==> src/rtl/store_narrow_buffer_if.sv <==
// Store-request and memory-drain signal bundle for store_narrow_buffer.
// master = pipeline/memory side, slave = the buffer itself.
interface store_narrow_buffer_if #(
  parameter int CNT_W = 3
);
  logic             st_valid;
  logic             st_ready;
  logic [1:0]       st_size;
  logic [31:0]      st_addr;
  logic [31:0]      st_data;
  logic             misalign_err;
  logic             mem_valid;
  logic             mem_ready;
  logic [31:0]      mem_addr;
  logic [31:0]      mem_wdata;
  logic [3:0]       mem_be;
  logic [CNT_W-1:0] count;

  modport master (
    output st_valid,
    output st_size,
    output st_addr,
    output st_data,
    output mem_ready,
    input  st_ready,
    input  misalign_err,
    input  mem_valid,
    input  mem_addr,
    input  mem_wdata,
    input  mem_be,
    input  count
  );

  modport slave (
    input  st_valid,
    input  st_size,
    input  st_addr,
    input  st_data,
    input  mem_ready,
    output st_ready,
    output misalign_err,
    output mem_valid,
    output mem_addr,
    output mem_wdata,
    output mem_be,
    output count
  );
endinterface

==> src/rtl/store_narrow_buffer.sv <==
// Narrows SB/SH/SW stores into lane-replicated words with byte enables
// and queues them in a small FIFO that drains to data memory.
module store_narrow_buffer #(
  parameter int DEPTH = 4,
  parameter int CNT_W = 3
) (
  input logic                  clk,
  input logic                  rst_n,
  store_narrow_buffer_if.slave bus
);
  localparam int PTR_W = (DEPTH > 1) ? $clog2(DEPTH) : 1;

  typedef struct packed {
    logic [29:0] addr;
    logic [31:0] wdata;
    logic [3:0]  be;
  } ent_t;

  ent_t             fifo_q [DEPTH];
  logic [PTR_W-1:0] rd_ptr_q, rd_ptr_d;
  logic [PTR_W-1:0] wr_ptr_q, wr_ptr_d;
  logic [CNT_W-1:0] count_q, count_d;
  logic             err_q, err_d;

  ent_t ent_d;
  ent_t head;
  logic legal;
  logic is_b, is_h, is_w;
  logic full, empty;
  logic accept, push, pop;

  assign is_b = (bus.st_size == 2'b00);
  assign is_h = (bus.st_size == 2'b01);
  assign is_w = (bus.st_size == 2'b10);

  always_comb begin
    ent_d      = '0;
    legal      = 1'b0;
    ent_d.addr = bus.st_addr[31:2];
    unique case (1'b1)
      is_b: begin
        legal       = 1'b1;
        ent_d.be    = 4'b0001 << bus.st_addr[1:0];
        ent_d.wdata = {4{bus.st_data[7:0]}};
      end
      is_h: begin
        legal       = !bus.st_addr[0];
        ent_d.be    = bus.st_addr[1] ? 4'b1100 : 4'b0011;
        ent_d.wdata = {2{bus.st_data[15:0]}};
      end
      is_w: begin
        legal       = (bus.st_addr[1:0] == 2'b00);
        ent_d.be    = 4'b1111;
        ent_d.wdata = bus.st_data;
      end
      default: begin
        legal = 1'b0;
      end
    endcase
  end

  assign full   = (count_q == CNT_W'(DEPTH));
  assign empty  = (count_q == '0);
  assign accept = bus.st_valid && !full;
  assign push   = accept && legal;
  assign pop    = !empty && bus.mem_ready;

  // Pointers wrap naturally because DEPTH is a power of two.
  always_comb begin
    rd_ptr_d = rd_ptr_q + PTR_W'(pop);
    wr_ptr_d = wr_ptr_q + PTR_W'(push);
    count_d  = count_q + CNT_W'(push) - CNT_W'(pop);
    err_d    = accept && !legal;
  end

  always_ff @(posedge clk or negedge rst_n) begin
    if (!rst_n) begin
      rd_ptr_q <= '0;
      wr_ptr_q <= '0;
      count_q  <= '0;
      err_q    <= 1'b0;
    end else begin
      rd_ptr_q <= rd_ptr_d;
      wr_ptr_q <= wr_ptr_d;
      count_q  <= count_d;
      err_q    <= err_d;
    end
  end

  always_ff @(posedge clk or negedge rst_n) begin
    if (!rst_n) begin
      for (int i = 0; i < DEPTH; i++) begin
        fifo_q[i] <= '0;
      end
    end else if (push) begin
      fifo_q[wr_ptr_q] <= ent_d;
    end
  end

  assign head = fifo_q[rd_ptr_q];

  always_comb begin
    bus.mem_addr  = '0;
    bus.mem_wdata = '0;
    bus.mem_be    = '0;
    if (!empty) begin
      bus.mem_addr  = {head.addr, 2'b00};
      bus.mem_wdata = head.wdata;
      bus.mem_be    = head.be;
    end
  end

  assign bus.st_ready     = !full;
  assign bus.mem_valid    = !empty;
  assign bus.misalign_err = err_q;
  assign bus.count        = count_q;
endmodule

==> src/flat_wrapper.sv <==
// flat-port wrapper written by rule: the top's interface ports become plain ports
module store_narrow_buffer_flat 
#(
  parameter int DEPTH = 4,
  parameter int CNT_W = 3
)
  (clk, rst_n, bus_st_valid, bus_st_size, bus_st_addr, bus_st_data, bus_mem_ready, bus_st_ready, bus_misalign_err, bus_mem_valid, bus_mem_addr, bus_mem_wdata, bus_mem_be, bus_count);
  store_narrow_buffer_if #(.CNT_W(CNT_W)) bus_i ();
  input logic clk;
  input logic rst_n;
  input wire logic [$bits(bus_i.st_valid)-1:0] bus_st_valid;
  input wire logic [$bits(bus_i.st_size)-1:0] bus_st_size;
  input wire logic [$bits(bus_i.st_addr)-1:0] bus_st_addr;
  input wire logic [$bits(bus_i.st_data)-1:0] bus_st_data;
  input wire logic [$bits(bus_i.mem_ready)-1:0] bus_mem_ready;
  output wire logic [$bits(bus_i.st_ready)-1:0] bus_st_ready;
  output wire logic [$bits(bus_i.misalign_err)-1:0] bus_misalign_err;
  output wire logic [$bits(bus_i.mem_valid)-1:0] bus_mem_valid;
  output wire logic [$bits(bus_i.mem_addr)-1:0] bus_mem_addr;
  output wire logic [$bits(bus_i.mem_wdata)-1:0] bus_mem_wdata;
  output wire logic [$bits(bus_i.mem_be)-1:0] bus_mem_be;
  output wire logic [$bits(bus_i.count)-1:0] bus_count;
  assign bus_i.st_valid = bus_st_valid;
  assign bus_i.st_size = bus_st_size;
  assign bus_i.st_addr = bus_st_addr;
  assign bus_i.st_data = bus_st_data;
  assign bus_i.mem_ready = bus_mem_ready;
  assign bus_st_ready = bus_i.st_ready;
  assign bus_misalign_err = bus_i.misalign_err;
  assign bus_mem_valid = bus_i.mem_valid;
  assign bus_mem_addr = bus_i.mem_addr;
  assign bus_mem_wdata = bus_i.mem_wdata;
  assign bus_mem_be = bus_i.mem_be;
  assign bus_count = bus_i.count;
  store_narrow_buffer #(.DEPTH(DEPTH), .CNT_W(CNT_W)) u_core (.clk(clk), .rst_n(rst_n), .bus(bus_i));
endmodule
==> config.mk <==
export PLATFORM = sky130hd
export DESIGN_NAME = store_narrow_buffer_flat
export DESIGN_NICKNAME = d
export VERILOG_FILES = /design/src/rtl/store_narrow_buffer_if.sv /design/src/rtl/store_narrow_buffer.sv /design/src/flat_wrapper.sv
export SDC_FILE = /design/constraint.sdc
export NUM_CORES = 1
export LEC_CHECK = 0
export BUFFER_PORTS_ARGS = -buffer_cell sky130_fd_sc_hd__buf_2
export CAP_MARGIN = 20
export CORE_UTILIZATION = 35
export CTS_CLUSTER_SIZE = 8
export DETAILED_ROUTE_END_ITERATION = 16
export GPL_ROUTABILITY_DRIVEN = 1
export PLACE_DENSITY = 0.61
export SLEW_MARGIN = 10
export SYNTH_ARGS = -nofsm -noshare
export SYNTH_HDL_FRONTEND = slang
export SYNTH_SLANG_ARGS = --single-unit
==> constraint.sdc <==
create_clock -name clk -period 3 [get_ports clk]
set_input_delay 0.45 -clock clk [delete_from_list [all_inputs] [get_ports clk]]
set_output_delay 0.45 -clock clk [all_outputs]
set_load 0.02 [all_outputs]
==> impl_results.md <==
* Max stage delay cell, worst path: dfrtp_4
* P_leak at 7.00 nW
* CTS Buffer Depth at 3
* FP Rows at 69
* Fin crit share at 94.3%
* Maxcap violations at 0
* Most common cell in the netlist: dfrtp_1
* Final HPWL DP at 19400 µm
* Setup bufs post-CTS at 0
* Length in cells of the worst reg-to-reg path at 9
* Final setup margin at 0.172 ns
* Routed len/inst at 19.0 µm
* Synthesized cell area at 0.0126 mm²
* Maximum operating frequency at 0.354 GHz
* Startpoint Class: flop
* Outcome: finished clean
* Hold Violations, Final at 0
* Final estimated routing congestion in global placement at 0.768
* Die Wd at 192 µm
* Ys async rst share at 100%
* # fillers at 3286
* Largest net degree at the start of global routing at 85
* Vias in the first global route at 8421
* Layout cells sized above 1 at 35.9%
* Mapped Cells at 985
* Clock buffer count from CTS at 39
* DRC at 0
* EDFF count, synth at 0
* Top_reg_cell synth: dfrtp_1
* GRT Util Overall at 16.8%
* Crit path required time at 2.55 ns
* CTS clock-pin slew for the worst setup and hold paths at 0.05 ns
* CTS sink cnt at 272
* Area leader, netlist: dfrtp_1
* Htree depth at 2
* DIE HEIGHT at 192 µm
* Die area at 0.0369 mm²
* Tightest Hold Check Type: input pin to flop
* Top cells by count, synth: 272 x dfrtp_1, 154 x nand2_1, 148 x o21ai_0
* Cts repair resizes at 0
* Worst reg-to-reg setup slack at 0.59 ns
* CTS tree: built
* Final wirelength at 30200 µm
* Clock skew at 0.0188 ns
* GR Overflow Total at 0
* Top area cells in the synthesized netlist: dfrtp_1 54%, mux4_2 12%, mux2_4 8.6%
* Synth Area per Inst at 12.8 µm²
* Crit path kind: flop to primary output
* Area of the multi-input gates at 0.00544 mm²
* Synth-to-layout area growth at 18.2%
* Fin Setup TNS at 0 ns
* Crit path max fanout at 14
* Worst slack, placed at 0.590 ns
* Yosys warnings at 0
* Pwr dens at 1180 mW/mm²
* Worst endpoint data arrival time at 2.38 ns
* Vias per inst at 5.03
* Final setup vio count at 0
* I/O pin count at 144
* Synth unique cells at 30
* Headroom to the max-slew limit at 52.4%
* First-pass GRT wire length at 48100 µm
* Skew-Pair Late Insertion Delay at 0.51 ns
* Pins Over Slew Limit at 0
* Seq cells post-synth at 272
* CP endpoint kind: primary output
* Routed Antenna Nets at 0
* FF/Latch Area at 0.00681 mm²
* Final net count at 1194
* Final min period at 2.83 ns
* Core footprint at 0.0356 mm²
* Seq/Total Area, Yosys at 53.8%
* Slowest stage delay, CP at 0.63 ns
* Initial Utilization at 35.5%
* TritonRoute pass-1 iters at 4
* Port Buffer Count at 141
* Peak VDD IR at 0.705 mV
* Unrepaired setup endpoints after global routing: false
* Vias at 7982
* Hold-critical path depth at 3
* Slew @ Worst Pin at 0.714 ns
* Initial antenna violation count at 3
* CTS root buffer: clkbuf_16
* Critical path, cell by cell: buf_4 -> mux4_2 -> and2_1 -> buf_2
* Initial DRC count at 427
* Yosys top cell area share at 53.8%
[layout make-up]
class / count / share of cell area (%)
inverters: 6 / 0.151
repair buffers: 167 / 7.20
clock buffers: 41 / 6.58
diodes: 3 / 0.0502
clock inverters: 3 / 0.176
flip-flops and latches: 272 / 45.6
multi-input cells: 633 / 36.4
well taps: 461 / 3.86
[what timing repair did]
item	4_1_cts	5_1_grt
hold buffers	1	0
endpoints found under the hold margin	76	0
endpoints found under the setup margin	0	0
[final timing paths]
kind / end / startpoint
worst max register to register: u_core.bus.count[2]$_DFF_PN0_ / u_core.bus.count[1]$_DFF_PN0_
worst min-delay path: u_core.bus.misalign_err$_DFF_PN0_ / bus_st_valid
worst min register to register: u_core.fifo_q[34]$_DFFE_PN0P_ / u_core.fifo_q[34]$_DFFE_PN0P_
max in group asynchronous: u_core.fifo_q[43]$_DFFE_PN0P_ / rst_n
worst max-delay path: bus_mem_addr[4] / u_core.rd_ptr_q[0]$_DFF_PN0_
min in group asynchronous: u_core.fifo_q[150]$_DFFE_PN0P_ / rst_n
[stage by stage]
stage	instance area (µm²)	std cells	total power [W]	util, %	hold WS (ns)
after floorplan	12600	986	0.0117	-	0.154
after global placement	13900	1538	0.0139	39.1	0.456
after detailed placement	13900	1538	0.0141	39.1	0.465
after CTS	14900	1583	0.0180	42.0	0.191
after global routing	14900	1583	0.0189	42.0	0.213
final	14900	1586	0.0177	42.0	0.211
[power by group]
group          total [W]  internal, W  switching (W)
registers        0.00637      0.00541       0.000961
logic            0.00755      0.00384        0.00371
clock network    0.00379      0.00229        0.00149
total             0.0177       0.0115        0.00616
[critical path: cells and delay by family (launching register included)]
kind | cells | cell delay [ns]
AND/OR/NAND/NOR | 1 | 0.18
multiplexers | 1 | 0.55
buffers and inverters | 2 | 0.49
flip-flops | 1 | 0.63
[logic make-up after synthesis]
logic type	after synthesis	share of synthesized area [%]
buffers and inverters	81	3.49
flip-flops	272	53.8
multiplexers	194	25.2
XOR/XNOR	4	0.277
AND/OR/NAND/NOR	249	9.13
AO/OA/AOI/OAI	179	7.45
adder cells (fa/ha/maj)	5	0.554
other	1	0.0297
[registers in the layout, summed over array words and instances, names as in the netlist]
| name | flops |
|---|---|
| u_core.bus.count | 3 |
| u_core.fifo_q | 264 |
| u_core.bus.misalign_err | 1 |
| u_core.rd_ptr_q | 2 |
| u_core.wr_ptr_q | 2 |
[placed cells by master (no fill, tap or decap), types with 2 or more instances in the layout]
cell type	instances
a21oi_1	25
and2_1	68
buf_12	13
buf_2	140
buf_4	12
clkbuf_1	2
clkbuf_16	39
conb_1	2
dfrtp_1	270
diode_2	3
ha_1	4
inv_1	6
inv_6	3
mux2_2	48
mux2_4	72
mux2i_1	8
mux4_2	66
nand2_1	154
nor2_1	12
nor2b_1	11
o2111ai_4	4
o21ai_0	148
xnor2_1	2
xor2_1	2
[routing by layer]
layer / wire, µm / GRT usage (%) / vias up
met5: 13 / 0 / -
met4: 492 / 3.88 / 2
met3: 2270 / 4.57 / 42
met2: 13600 / 26.0 / 212
met1: 13800 / 23.6 / 4011
li1: - / - / 3715
No activity file was read; power rests on OpenSTA's default activity.
